<file path="config.mk">
export PLATFORM = sky130hd
export DESIGN_NAME = alu_pipe
export DESIGN_NICKNAME = d
export VERILOG_FILES = /design/src/rtl/alu_pkg.sv /design/src/rtl/alu_core.sv /design/src/rtl/alu_pipe.sv
export SDC_FILE = /design/constraint.sdc
export NUM_CORES = 1
export LEC_CHECK = 0
export ABC_CLOCK_PERIOD_IN_PS = 3300
export CORE_MARGIN = 2
export CORE_UTILIZATION = 31
export DETAILED_ROUTE_END_ITERATION = 7
export RECOVER_POWER = 25
export SLEW_MARGIN = 20
export SYNTH_ARGS = -nofsm -noshare
export SYNTH_HDL_FRONTEND = slang
export SYNTH_HIERARCHICAL = 1
export SYNTH_SLANG_ARGS = --single-unit
</file>
<file path="constraint.sdc">
create_clock -name clk -period 3.3 [get_ports clk]
set_input_delay 0.33 -clock clk [delete_from_list [all_inputs] [get_ports clk]]
set_output_delay 0.33 -clock clk [all_outputs]
set_load 0.05 [all_outputs]
</file>
<file path="src/rtl/alu_pkg.sv">
// Shared opcode and flag types for the pipelined ALU and anything reusing alu_core.
package alu_pkg;

   typedef enum logic [3:0] {
      OP_ADD   = 4'h0,
      OP_SUB   = 4'h1,
      OP_AND   = 4'h2,
      OP_OR    = 4'h3,
      OP_XOR   = 4'h4,
      OP_NAND  = 4'h5,
      OP_NOR   = 4'h6,
      OP_ZERO  = 4'h7,
      OP_SHL   = 4'h8,
      OP_SHR   = 4'h9,
      OP_SRA   = 4'hA,
      OP_SLT   = 4'hB,
      OP_SLTU  = 4'hC,
      OP_ADC   = 4'hD,
      OP_RSV_E = 4'hE,
      OP_RSV_F = 4'hF
   } alu_op_e;

   typedef struct packed {
      logic z;
      logic n;
      logic c;
      logic v;
   } alu_flags_t;

   // Only the adder-class operations commit their carry to the sticky register.
   function automatic logic op_writes_carry(alu_op_e op);
      return (op == OP_ADD) || (op == OP_SUB) || (op == OP_ADC);
   endfunction

endpackage

</file>
<file path="src/rtl/alu_core.sv">
// Combinational ALU: result, flags and reserved-opcode error from (a, b, op, carry_in).
// Zero latency, no handshake; the caller owns any registering and carry state.
module alu_core
   import alu_pkg::*;
#(
   parameter int WIDTH = 8,
   localparam int SHW = $clog2(WIDTH)
) (
   input  logic [WIDTH-1:0] a,
   input  logic [WIDTH-1:0] b,
   input  alu_op_e          op,
   input  logic             carry_in,
   output logic [WIDTH-1:0] result,
   output alu_flags_t       flags,
   output logic             op_err
);

   logic [SHW-1:0] sh;
   logic           cin_eff;
   logic [WIDTH:0] sum;
   logic [WIDTH:0] diff;
   logic [WIDTH:0] shl_w;
   logic [WIDTH:0] shr_w;
   logic [WIDTH:0] sra_w;
   logic           c;
   logic           v;

   assign sh      = b[SHW-1:0];
   assign cin_eff = (op == OP_ADC) ? carry_in : 1'b0;
   assign sum     = {1'b0, a} + {1'b0, b} + {{WIDTH{1'b0}}, cin_eff};
   assign diff    = {1'b0, a} - {1'b0, b};

   // One guard bit beyond the operand catches the last bit shifted out;
   // it stays 0 for a zero shift amount.
   assign shl_w   = {1'b0, a} << sh;
   assign shr_w   = {a, 1'b0} >> sh;
   assign sra_w   = $unsigned($signed({a, 1'b0}) >>> sh);

   always_comb begin
      result = '0;
      c      = 1'b0;
      v      = 1'b0;
      op_err = 1'b0;
      case (op)
         OP_ADD, OP_ADC: begin
            result = sum[WIDTH-1:0];
            c      = sum[WIDTH];
            v      = (a[WIDTH-1] == b[WIDTH-1]) && (sum[WIDTH-1] != a[WIDTH-1]);
         end
         OP_SUB: begin
            result = diff[WIDTH-1:0];
            c      = diff[WIDTH];
            v      = (a[WIDTH-1] != b[WIDTH-1]) && (diff[WIDTH-1] != a[WIDTH-1]);
         end
         OP_AND:  result = a & b;
         OP_OR:   result = a | b;
         OP_XOR:  result = a ^ b;
         OP_NAND: result = ~(a & b);
         OP_NOR:  result = ~(a | b);
         OP_ZERO: result = '0;
         OP_SHL: begin
            result = shl_w[WIDTH-1:0];
            c      = shl_w[WIDTH];
         end
         OP_SHR: begin
            result = shr_w[WIDTH:1];
            c      = shr_w[0];
         end
         OP_SRA: begin
            result = sra_w[WIDTH:1];
            c      = sra_w[0];
         end
         OP_SLT:  result = {{(WIDTH-1){1'b0}}, ($signed(a) < $signed(b))};
         OP_SLTU: result = {{(WIDTH-1){1'b0}}, (a < b)};
         default: op_err = 1'b1;
      endcase
   end

   always_comb begin
      flags   = '0;
      flags.z = (result == '0);
      flags.n = result[WIDTH-1];
      flags.c = c;
      flags.v = v;
   end

endmodule

</file>
<file path="src/rtl/alu_pipe.sv">
// Two-stage valid/ready ALU: stage 1 registers operands, stage 2 computes and holds result/flags.
// Latency 2 cycles, 1 beat/cycle; in_ready falls combinationally when both stages are held.
module alu_pipe
   import alu_pkg::*;
#(
   parameter int WIDTH = 8
) (
   input  logic             clk,
   input  logic             rst_n,
   input  logic             in_valid,
   output logic             in_ready,
   input  logic [WIDTH-1:0] a,
   input  logic [WIDTH-1:0] b,
   input  logic [3:0]       opcode,
   output logic             out_valid,
   input  logic             out_ready,
   output logic [WIDTH-1:0] result,
   output logic             flag_z,
   output logic             flag_n,
   output logic             flag_c,
   output logic             flag_v,
   output logic             op_err
);

   logic             s1_valid;
   logic [WIDTH-1:0] s1_a;
   logic [WIDTH-1:0] s1_b;
   alu_op_e          s1_op;
   logic             carry_q;
   logic             s1_en;
   logic             s2_en;
   logic [WIDTH-1:0] core_result;
   alu_flags_t       core_flags;
   logic             core_err;
   alu_flags_t       flags_q;

   assign s2_en    = !out_valid || out_ready;
   assign s1_en    = !s1_valid || s2_en;
   assign in_ready = s1_en;

   alu_core #(.WIDTH(WIDTH)) u_core (
      .a        (s1_a),
      .b        (s1_b),
      .op       (s1_op),
      .carry_in (carry_q),
      .result   (core_result),
      .flags    (core_flags),
      .op_err   (core_err)
   );

   always_ff @(posedge clk) begin
      if (!rst_n) begin
         s1_valid  <= 1'b0;
         s1_a      <= '0;
         s1_b      <= '0;
         s1_op     <= OP_ADD;
         out_valid <= 1'b0;
         result    <= '0;
         flags_q   <= '0;
         op_err    <= 1'b0;
         carry_q   <= 1'b0;
      end else begin
         if (s1_en) begin
            s1_valid <= in_valid;
            if (in_valid) begin
               s1_a  <= a;
               s1_b  <= b;
               s1_op <= alu_op_e'(opcode);
            end
         end
         // Carry commits in the same stage that consumes it, so ADD->ADC needs no bubble.
         if (s2_en) begin
            out_valid <= s1_valid;
            if (s1_valid) begin
               result  <= core_result;
               flags_q <= core_flags;
               op_err  <= core_err;
               if (op_writes_carry(s1_op))
                  carry_q <= core_flags.c;
            end
         end
      end
   end

   assign flag_z = flags_q.z;
   assign flag_n = flags_q.n;
   assign flag_c = flags_q.c;
   assign flag_v = flags_q.v;

endmodule

</file>
Yosys cells after proc, flatten, opt, wreduce, memory -nomap -nowiden
Index checks and enable logic that the tools add are counted.

word-level totals
  register bits = 36
  logic and storage cells = 62

cells by class
  $add $sub $neg = 3
  order comparisons = 2
  eq/ne operators = 17
  shifts and indexed selects = 3
  mux-type cells = 5
  bitwise operators = 5
  reduce and logical (&&, ||, !) cells = 15

operators by type and width
  cell                count
  $pmux 8 s12         1
  $eq 4x4->1 const B  6
  $eq 4x3->1 const B  4
  $lt 8x8->1          2
  $not 8->8           2
  $reduce_or 14->1    1
  $add 8x8->9         1
  $add 9x1->9         1
  $shl 8x3->9         1
  $shr 9x3->9         1
  $sshr 9x3->9        1
  $sub 8x8->9         1
  $and 8x8->8         1
  $eq 4x2->1 const B  2
  $logic_not 8->1     1
  $or 8x8->8          1
  $xor 8x8->8         1
  $pmux 1 s5          1
  $eq 4x1->1 const B  1
  $logic_not 4->1     1
  $logic_or 1x1->1    4
  $reduce_and 2->1    2
  $ne 1x1->1          3
  $reduce_and 3->1    1
  6 further kinds     9

Longest topological paths before layout
Gate-level depths: netlist (run 1).

  word-level depth = 6
  gate-level depth with buffers = 16
  mapped depth without buffers = 13

Hierarchy
Netlist (run 1), hierarchy kept.

by module, submodules not included
  module    instances  cells each  area an instance (µm²)  sequential area each (µm²)
  alu_core  1          299         2190.9                  0.0
  alu_pipe  1          164         1557.7                  720.7

Least setup slack after synthesis (run 1)
Ideal clock, no wire load.

  path type = register -> register
  start = register s1_op[0]
  end = register flags_q, in the netlist flag_z
  library setup time = 70 ps
  arrival time = 3483 ps
  data required time = 3230 ps
  setup slack = -253 ps
  cell stages (with the launch flop) = 16
  path buffers = 2
  clock period less this slack = 3553 ps
  cell sequence = dfxtp_1 > buf_2 > buf_1 > nor2b_1 > nand4_1 > fa_1 > fa_1 > or2_2 > a21oi_1 > o22ai_1 > o22ai_1 > or3b_1 > or4_1 > nor4_2 > nand3_1 > a21boi_1

RTL lines
  element                 RTL line        RTL
  from (decl)             alu_pipe.sv:28  alu_op_e s1_op;
  from (signal assigned)  alu_pipe.sv:68  s1_op <= alu_op_e'(opcode);
  to (signal assigned)    alu_pipe.sv:76  flags_q <= core_flags;
  to (decl)               alu_pipe.sv:35  alu_flags_t flags_q;

==> results_dict.tcl, run 1 <==
set metrics [dict create \
    syn_avg_cell_area_um2 8.10 \
    outcome "complete, no violations" \
    drive_gt1_frac 0.121 \
    finalNonFillerCells 635 \
    die_x_um 114 \
    drv_cap 0 \
    ant_nets 0 \
    slowest_stage "fa_1" \
    routabilityCongestion 0.929 \
    critPathMaxFanout 2 \
    peakVddDrop_mv 0.273 \
    period_share 0.987 \
    drc 0 \
    synth_seq_cells 36 \
    final_nets 539 \
    min_path_cells 2 \
    critical_path_class "flip-flop to flip-flop" \
    ios 39 \
    routed_wl_mm 11.0 \
    reg2reg_setup_slack_ps 40 \
    clk_path_buf_depth 2 \
    reg2regPathDepth 13 \
    antenna_found_initial 0 \
    cts_sinks 36 \
    period_needed_ps 3260 \
    syn_area_mm2 0.00375 \
    synth.net_count 515 \
    synth_warnings 6 \
    p_total_mw 1.47 \
    n_antenna_cell 0 \
    holdPathEnd "carry_q$_SDFFE_PN0P_" \
    dpl.hpwl_mm 8.35 \
    root_buffer "clkbuf_16" \
    cts_tree "done" \
    worstPathRequired_ps 3520 \
    ys_types 70 \
    worstPathCellList "nor2b_4 > nand4_1 > fa_2 > fa_1 > or2_2 > a21oi_1 > o22ai_1 > o22ai_1 > or3b_1 > or4_4 > nor4_4 > nand3_1 > a21boi_2" \
    viasPerCell 5.75 \
    finalMaxSlewViolations 0 \
    first_pass_iters 5 \
    fillers 1245 \
    holdWs_ps 473 \
    hold_path.class "flip-flop to flip-flop" \
    grt_pass1_vias 3433 \
    via_count 3650 \
    synth-main-ff-cell "dfxtp_1" \
    leakage_nw 1.73 \
    yosysSeqAreaShare 0.192 \
    fin_skew_ps 3.95 \
    dieArea_mm2 0.0130 \
    start_util 0.315 \
    max_freq_mhz 307 \
    layout_common_cells "dfxtp_1 (35), a21boi_0 (31), inv_1 (27), clkdlybuf4s50_1 (27), ha_1 (25)" \
    dieHeight_um 114 \
    async_flop_share 0 \
    hold_viol 0 \
    max_stage_delay_ps 520 \
    synth_edf_count 0 \
    tightest_slew_ps 1060 \
    crit_buf_inv 0 \
    crit_path_end_kind "flip-flop" \
    p_per_area_mw_per_mm2 330 \
    grt_pass1_wl_mm 17.7 \
    timing.rr.end "flag_z$_SDFFE_PN0P_" \
    cts_buffers 5 \
    grt_max_degree 42 \
    placedCellCount 627 \
    core_mm2 0.0119 \
    setup_viol 0 \
    area_growth_pct 18.5 \
    syn_inst 463 \
    hold_start "carry_q$_SDFFE_PN0P_" \
    clk_latency_ps 280 \
    dr.first_iter.drc_count 324 \
    cp-start-kind "flip-flop" \
    relSlewSlack 0.290 \
    cts.reportedPaths.clkPinSlew_ps 60 \
    crit_path_frequent_cell "o22ai_1" \
    port_buffers 38 \
    final_common_cell "dfxtp_1" \
    critPathTopFamily "simple AND/OR/NAND/NOR gates" \
    r2r_start "s1_op[0]$_SDFFE_PN0P_" \
    overflow 0 \
    rsz0062_at_grt "true" \
    grt_usage 0.170 \
    routedWlPerCell_um 17.3 \
    h-tree-depth 2 \
    num_rows 40 \
    arrival_ps 3470 \
]
-- layer usage --
| metal | vias to the layer above | GRT usage | wire length [µm] |
|---|---|---|---|
| li1 | 1757 | - | - |
| met1 | 1741 | 0.219 | 4950 |
| met2 | 127 | 0.286 | 5050 |
| met5 | - | 0 | 0 |
| met3 | 25 | 0.0250 | 590 |
| met4 | 0 | 0.0691 | 369 |
-- where the power goes --
part           total, mW  internal, mW  switching, mW
clock              0.482         0.301          0.182
sequential         0.482         0.459         0.0235
combinational      0.502         0.216          0.285
total               1.47         0.976          0.490
-- stage by stage --
step | setup slack (ps) | setup TNS (ps) | instance area, µm² | util
global route | -138 | -138 | 4440 | 0.373
detailed placement | 57.8 | 0 | 4270 | 0.359
CTS | 45.3 | 0 | 4420 | 0.371
global placement | 156 | 0 | 4270 | 0.359
floorplan | 21.5 | 0 | 3760 | -
finish | 43.8 | 0 | 4440 | 0.373
-- how the worst max path moves through the flow --
stage / from / end / depth (start not counted)
floorplan: s1_op[1]$_SDFFE_PN0P_ / flag_z$_SDFFE_PN0P_ / 15
global placement: s1_op[0]$_SDFFE_PN0P_ / flag_z$_SDFFE_PN0P_ / 13
detailed placement: s1_op[0]$_SDFFE_PN0P_ / flag_z$_SDFFE_PN0P_ / 13
CTS: s1_op[0]$_SDFFE_PN0P_ / flag_z$_SDFFE_PN0P_ / 13
global route: s1_op[0]$_SDFFE_PN0P_ / flag_z$_SDFFE_PN0P_ / 13
finish: s1_op[0]$_SDFFE_PN0P_ / flag_z$_SDFFE_PN0P_ / 13
-- what timing repair did --
item                       CTS  global route
hold buffers                 0             0
gates resized for setup      0             5
setup buffers                0             0
setup endpoints to repair    0             1
-- sequential cells by signal, summed over array words and instances, names as in the netlist --
name / count
result: 8
flag_z: 1
flag_n: 1
flag_v: 1
s1_op: 4
s1_b: 8
s1_valid: 1
out_valid: 1
s1_a: 8
op_err: 1
flag_c: 1
carry_q: 1
-- kinds of logic after synthesis --
| kind of cell | after synthesis | share of synthesized area |
|---|---|---|
| simple gates | 134 | 0.193 |
| mux | 27 | 0.104 |
| fa+ha+maj | 28 | 0.0995 |
| flops | 36 | 0.192 |
| buf+inv | 73 | 0.0878 |
| xor+xnor | 5 | 0.0117 |
| compound gates | 160 | 0.312 |
-- Yosys cell counts (all sizes together), types with 3 or more instances --
library cell | number | area [µm²]
inv | 29 | 109
a211oi | 7 | 52.6
nand2 | 22 | 82.6
a21oi | 13 | 65.1
o21a | 20 | 150
a22oi | 3 | 22.5
mux2i | 13 | 130
a21o | 4 | 30.0
a31oi | 3 | 18.8
a311oi | 5 | 43.8
nor3 | 9 | 45.0
mux4 | 7 | 169
or2 | 4 | 25.0
or4 | 3 | 22.5
clkbuf | 25 | 95.1
nand2b | 11 | 68.8
buf | 19 | 125
nand3 | 22 | 110
o21ai | 24 | 120
ha | 25 | 313
or3 | 4 | 25.0
o211ai | 6 | 55.1
nor2 | 18 | 67.6
o22ai | 6 | 37.5
dfxtp | 36 | 721
mux2 | 7 | 90.1
a21boi | 35 | 263
and3 | 22 | 138
nor2b | 9 | 56.3
fa | 3 | 60.1
o31ai | 6 | 45.0
xnor2 | 4 | 35.0
o221ai | 3 | 26.3
o21bai | 3 | 22.5
-- worst register-to-register path, stage by stage (launching register included) --
cell and delay (ps):
dfxtp_2 320, nor2b_4 140, nand4_1 130, fa_2 430, fa_1 520, or2_2 110, a21oi_1 50, o22ai_1 150
o22ai_1 100, or3b_1 380, or4_4 440, nor4_4 150, nand3_1 120, a21boi_2 150
-- cell type report --
class | instances | area [µm²] | area share
clock buffers | 7 | 143 | 0.0321
clock inverters | 1 | 7.51 | 0.00169
inverters | 29 | 109 | 0.0245
multi-input cells | 354 | 2730 | 0.613
flip-flops and latches | 36 | 722 | 0.162
well taps | 147 | 184 | 0.0414
repair buffers | 61 | 553 | 0.124
(Power assumes the default switching activity.)
==> inputs of run 2 (changes only) <==
CORE_UTILIZATION = 30   (was 31)
==> run 2 against run 1 <==
Via count rose by 1.1%; clock skew rose by 1.1 ps; highest routed layer unchanged; first-iteration DRC count rose by 18%; combinational power fell by 0.8%; clock power rose by 2%; register-to-register slack improved by 30 ps; critical endpoint unchanged.
==> results_dict.tcl, run 2 (synthesis gave the netlist of run 1 again) <==
set metrics [dict create \
    grt_usage 0.174 \
    area_growth_pct 18.7 \
    grt_pass1_wl_mm 18.4 \
    setup_viol 0 \
    dr.first_iter.drc_count 381 \
    outcome "complete, no violations" \
    tightest_slew_ps 1320 \
    cts_buffers 5 \
    period_share 0.979 \
    relSlewSlack 0.122 \
    setup-tns-final_ps 0 \
    fin_skew_ps 5.10 \
    dieHeight_um 116 \
    arrival_ps 3440 \
    leakage_nw 1.69 \
    drive_gt1_frac 0.117 \
    critical_path_class "flip-flop to flip-flop" \
    cts_tree "done" \
    placedCellCount 647 \
    finalNonFillerCells 655 \
    start_util 0.310 \
    routedWlPerCell_um 17.6 \
    period_needed_ps 3230 \
    first_pass_iters 6 \
    critPathMaxFanout 6 \
    rsz0062_at_grt "true" \
    ios 39 \
    grt_pass1_vias 3397 \
    hold_viol 0 \
    die_x_um 116 \
    peakVddDrop_mv 0.244 \
    crit_path_end_kind "flip-flop" \
    via_count 3690 \
    h-tree-depth 2 \
    cts_sinks 36 \
    worstPathRequired_ps 3510 \
    busiest_layer "met2" \
    drv_cap 0 \
    max_freq_mhz 310 \
    use_met2 0.276 \
    fin_util 0.367 \
    dp_slack_ps 99.0 \
    num_rows 40 \
    root_buffer "clkbuf_16" \
    hold_path.class "flip-flop to flip-flop" \
    port_buffers 38 \
    postCtsHoldBufs 0 \
    worst_slack_ps 70.7 \
    reg2regPathDepth 12 \
    cts.reportedPaths.clkPinSlew_ps 60 \
    routabilityCongestion 0.923 \
    grtUsageMet3 0.0194 \
    grt_max_degree 42 \
    overflow 0 \
    final_nets 538 \
    n_antenna_cell 0 \
    postCtsSetupBuffers 0 \
    top_regs "result (8), s1_a (8), s1_b (8)" \
    dpl.hpwl_mm 8.49 \
    holdWs_ps 479 \
    routed_wl_mm 11.5 \
    min_path_cells 2 \
    antenna_found_initial 0 \
    core_mm2 0.0121 \
    ant_nets 0 \
    final_common_cell "clkdlybuf4s50_1" \
    finalMaxSlewViolations 0 \
    clk_latency_ps 280 \
    drc 0 \
    viasPerCell 5.63 \
    cts_resized 0 \
    clk_path_buf_depth 2 \
    gr-usage-met1 0.240 \
    dieArea_mm2 0.0134 \
    layout_common_cells "clkdlybuf4s50_1 (37), dfxtp_1 (35), a21boi_0 (30)" \
    p_per_area_mw_per_mm2 332 \
    cp-start-kind "flip-flop" \
]
==> run 2: cell count changes in the layout (fill, tap and decap cells not counted), sizes merged <==
| cell | before | now |
|---|---|---|
| clkdlybuf4s50 | 27 | 37 |
| buf | 23 | 22 |
| clkbuf | 7 | 8 |
| dlygate4sd3 | 11 | 0 |
==> run 2: worst max-delay path, cell delays in order (launching register included) <==
cell and delay [ps]:
dfxtp_1 430, inv_1 130, fa_2 450, fa_1 530, or2_2 110, a21oi_1 50, o22ai_1 150, o22ai_1 100
or3b_1 400, or4_4 440, nor4_4 130, nand3_1 100, a21boi_1 150
==> run 2: worst paths after layout <==
path,startpoint,end,slack (ps)
max,s1_a[0]$_SDFFE_PN0P_,flag_z$_SDFFE_PN0P_,70
min,result[7]$_SDFFE_PN0P_,result[7]$_SDFFE_PN0P_,480
max reg2reg,s1_a[0]$_SDFFE_PN0P_,flag_z$_SDFFE_PN0P_,70
min reg2reg,result[7]$_SDFFE_PN0P_,result[7]$_SDFFE_PN0P_,480
==> run 2: cell type report <==
cell class / count / area [µm²]
clock buffers: 7 / 143
clock inverters: 1 / 7.51
fillers: 1307 / 7660
inverters: 29 / 109
multi-input cells: 354 / 2720
flip-flops and latches: 36 / 722
well taps: 168 / 210
repair buffers: 60 / 537
==> run 2: where the power goes <==
group | total [mW] | internal, mW | switching, mW
registers | 0.487 | 0.459 | 0.0279
logic | 0.498 | 0.216 | 0.282
clock network | 0.493 | 0.301 | 0.191
==> run 2: per-stage QoR <==
stage / instance area [µm²] / total power, mW
after floorplan: 3760 / 0.840
after global placement: 4290 / 0.975
after detailed placement: 4290 / 0.978
after CTS: 4440 / 1.48
after global routing: 4450 / 1.55
final: 4450 / 1.48
==> run 2: routing by layer <==
layer	up-vias	share of wire	wire [µm]
li1	1751	-	-
met1	1758	0.45	5230
met2	155	0.45	5220
met3	26	0.049	566
met4	0	0.042	480
met5	-	0	0
==> inputs of run 3 (changes only) <==
ABC_CLOCK_PERIOD_IN_PS = 3250   (was 3300)
clock period = 3.25 ns   (was 3.3 ns; I/O delays follow)
==> run 3 against run 2 <==
Sequential cell count did not move; largest cell class unchanged; sequential power barely moved; worst setup slack got worse by 23 ps; critical endpoint unchanged.
==> results_dict.tcl, run 3 (synthesis gave the netlist of run 1 again) <==
set metrics [dict create \
    outcome "complete, no violations" \
    placedCellCount 653 \
    gr-usage-met1 0.235 \
    timing.rr.end "flag_z$_SDFFE_PN0P_" \
    postCtsHoldBufs 0 \
    peakVddDrop_mv 0.204 \
    setup_viol 0 \
    use_met2 0.282 \
    period_needed_ps 3200 \
    setup-tns-final_ps 0 \
    max_stage_delay_ps 520 \
    cp-start-kind "flip-flop" \
    antenna_found_initial 0 \
    drv_cap 0 \
    hold_viol 0 \
    final_nets 544 \
    fin_skew_ps 6.45 \
    drc 0 \
    routabilityCongestion 0.943 \
    dr.first_iter.drc_count 265 \
    cts_buffers 5 \
    postCtsSetupBuffers 0 \
    slowest_stage "fa_1" \
    reg2reg_setup_slack_ps 50 \
    clk_latency_ps 280 \
    n_antenna_cell 0 \
    grt_pass1_vias 3503 \
    hold_path.class "flip-flop to flip-flop" \
    top_regs "result (8), s1_a (8), s1_b (8)" \
    die_x_um 116 \
    port_buffers 38 \
    rsz0062_at_grt "true" \
    worstPathRequired_ps 3470 \
    worst_slack_ps 48.1 \
    area_growth_pct 19.9 \
    cts_resized 0 \
    grt_max_degree 42 \
    h-tree-depth 2 \
    core_mm2 0.0121 \
    holdPathEnd "flag_v$_SDFFE_PN0P_" \
    busiest_layer "met2" \
    r2r_start "s1_op[0]$_SDFFE_PN0P_" \
    dpl.hpwl_mm 8.62 \
    root_buffer "clkbuf_16" \
    crit_path_frequent_cell "o22ai_1" \
    hold_start "flag_v$_SDFFE_PN0P_" \
    critical_path_class "flip-flop to flip-flop" \
    dieArea_mm2 0.0134 \
    leakage_nw 1.72 \
    clk_path_buf_depth 2 \
    start_util 0.310 \
    cts_sinks 36 \
    reg2regPathDepth 13 \
    arrival_ps 3420 \
    ant_nets 0 \
    via_count 3654 \
    grt_pass1_wl_mm 18.2 \
    worstPathCellList "nor2b_4 > nand4_1 > fa_2 > fa_1 > or2_2 > a21oi_1 > o22ai_1 > o22ai_1 > or3b_1 > or4_4 > nor4_4 > nand3_1 > a21boi_1" \
    holdWs_ps 479 \
    critPathMaxFanout 2 \
    overflow 0 \
    max_freq_mhz 312 \
    final_common_cell "clkdlybuf4s50_1" \
    cts_tree "done" \
    finalMaxSlewViolations 0 \
    ios 39 \
    min_path_cells 2 \
    finalNonFillerCells 661 \
    num_rows 40 \
    dp_slack_ps 29.2 \
    crit_path_end_kind "flip-flop" \
    cts.reportedPaths.clkPinSlew_ps 60 \
    routed_wl_mm 11.3 \
    drive_gt1_frac 0.130 \
    tightest_slew_ps 1260 \
    viasPerCell 5.53 \
    first_pass_iters 5 \
    grtUsageMet3 0.0188 \
    relSlewSlack 0.160 \
    p_per_area_mw_per_mm2 332 \
    layout_common_cells "clkdlybuf4s50_1 (36), dfxtp_1 (34), a21boi_0 (30)" \
    grt_usage 0.172 \
    dieHeight_um 116 \
    period_share 0.985 \
    routedWlPerCell_um 17.1 \
]
run 3: cell count changes in the layout (fill, tap and decap cells not counted):
cell,delta
buf_4,+6
dlygate4sd3_1,+1
dfxtp_1,-1
clkdlybuf4s50_1,-1
dfxtp_2,+1
run 3: where the power goes:
group          switching, mW  internal, mW
Sequential            0.0245         0.466
Clock                  0.182         0.305
Combinational          0.290         0.227
Total                  0.496         0.998
run 3: cell type report:
class / instances / area [µm²]
inverters: 29 / 109
clock inverters: 1 / 7.51
multi-input cells: 354 / 2720
repair buffers: 66 / 582
clock buffers: 7 / 143
flip-flops and latches: 36 / 723
well taps: 168 / 210
fillers: 1285 / 7620
run 3: per-layer routing:
metal | wire length, µm | vias to the layer above
li1 | - | 1765
met1 | 5190 | 1743
met2 | 5240 | 120
met3 | 446 | 26
met4 | 431 | 0
met5 | 0 | -
run 3: critical path, delay by kind of cell, from the launching register on:
kind	cells	cell delay, ps
and+or+nand+nor	7	1440
adders and majority gates	2	930
AOI/OAI and AO/OA	4	440
DFF	1	320
run 3: stage by stage:
stage,util,power [mW],area (µm²)
after CTS,0.371,1.50,4490
after global placement,0.358,1.00,4340
after floorplan,-,0.855,3780
after global routing,0.371,1.58,4500
final,0.371,1.49,4500
after detailed placement,0.358,1.00,4340
run 3: how the worst max path moves through the flow:
stage,slack (ps),from,cells after the start,end
2_1_floorplan,0.01,s1_op[1]$_SDFFE_PN0P_,15,flag_z$_SDFFE_PN0P_
3_3_place_gp,110,s1_op[0]$_SDFFE_PN0P_,13,flag_z$_SDFFE_PN0P_
3_5_place_dp,30,s1_op[0]$_SDFFE_PN0P_,13,flag_z$_SDFFE_PN0P_
4_1_cts,8,s1_op[0]$_SDFFE_PN0P_,13,flag_z$_SDFFE_PN0P_
5_1_grt,-170,s1_op[0]$_SDFFE_PN0P_,13,flag_z$_SDFFE_PN0P_
6_report,50,s1_op[0]$_SDFFE_PN0P_,13,flag_z$_SDFFE_PN0P_
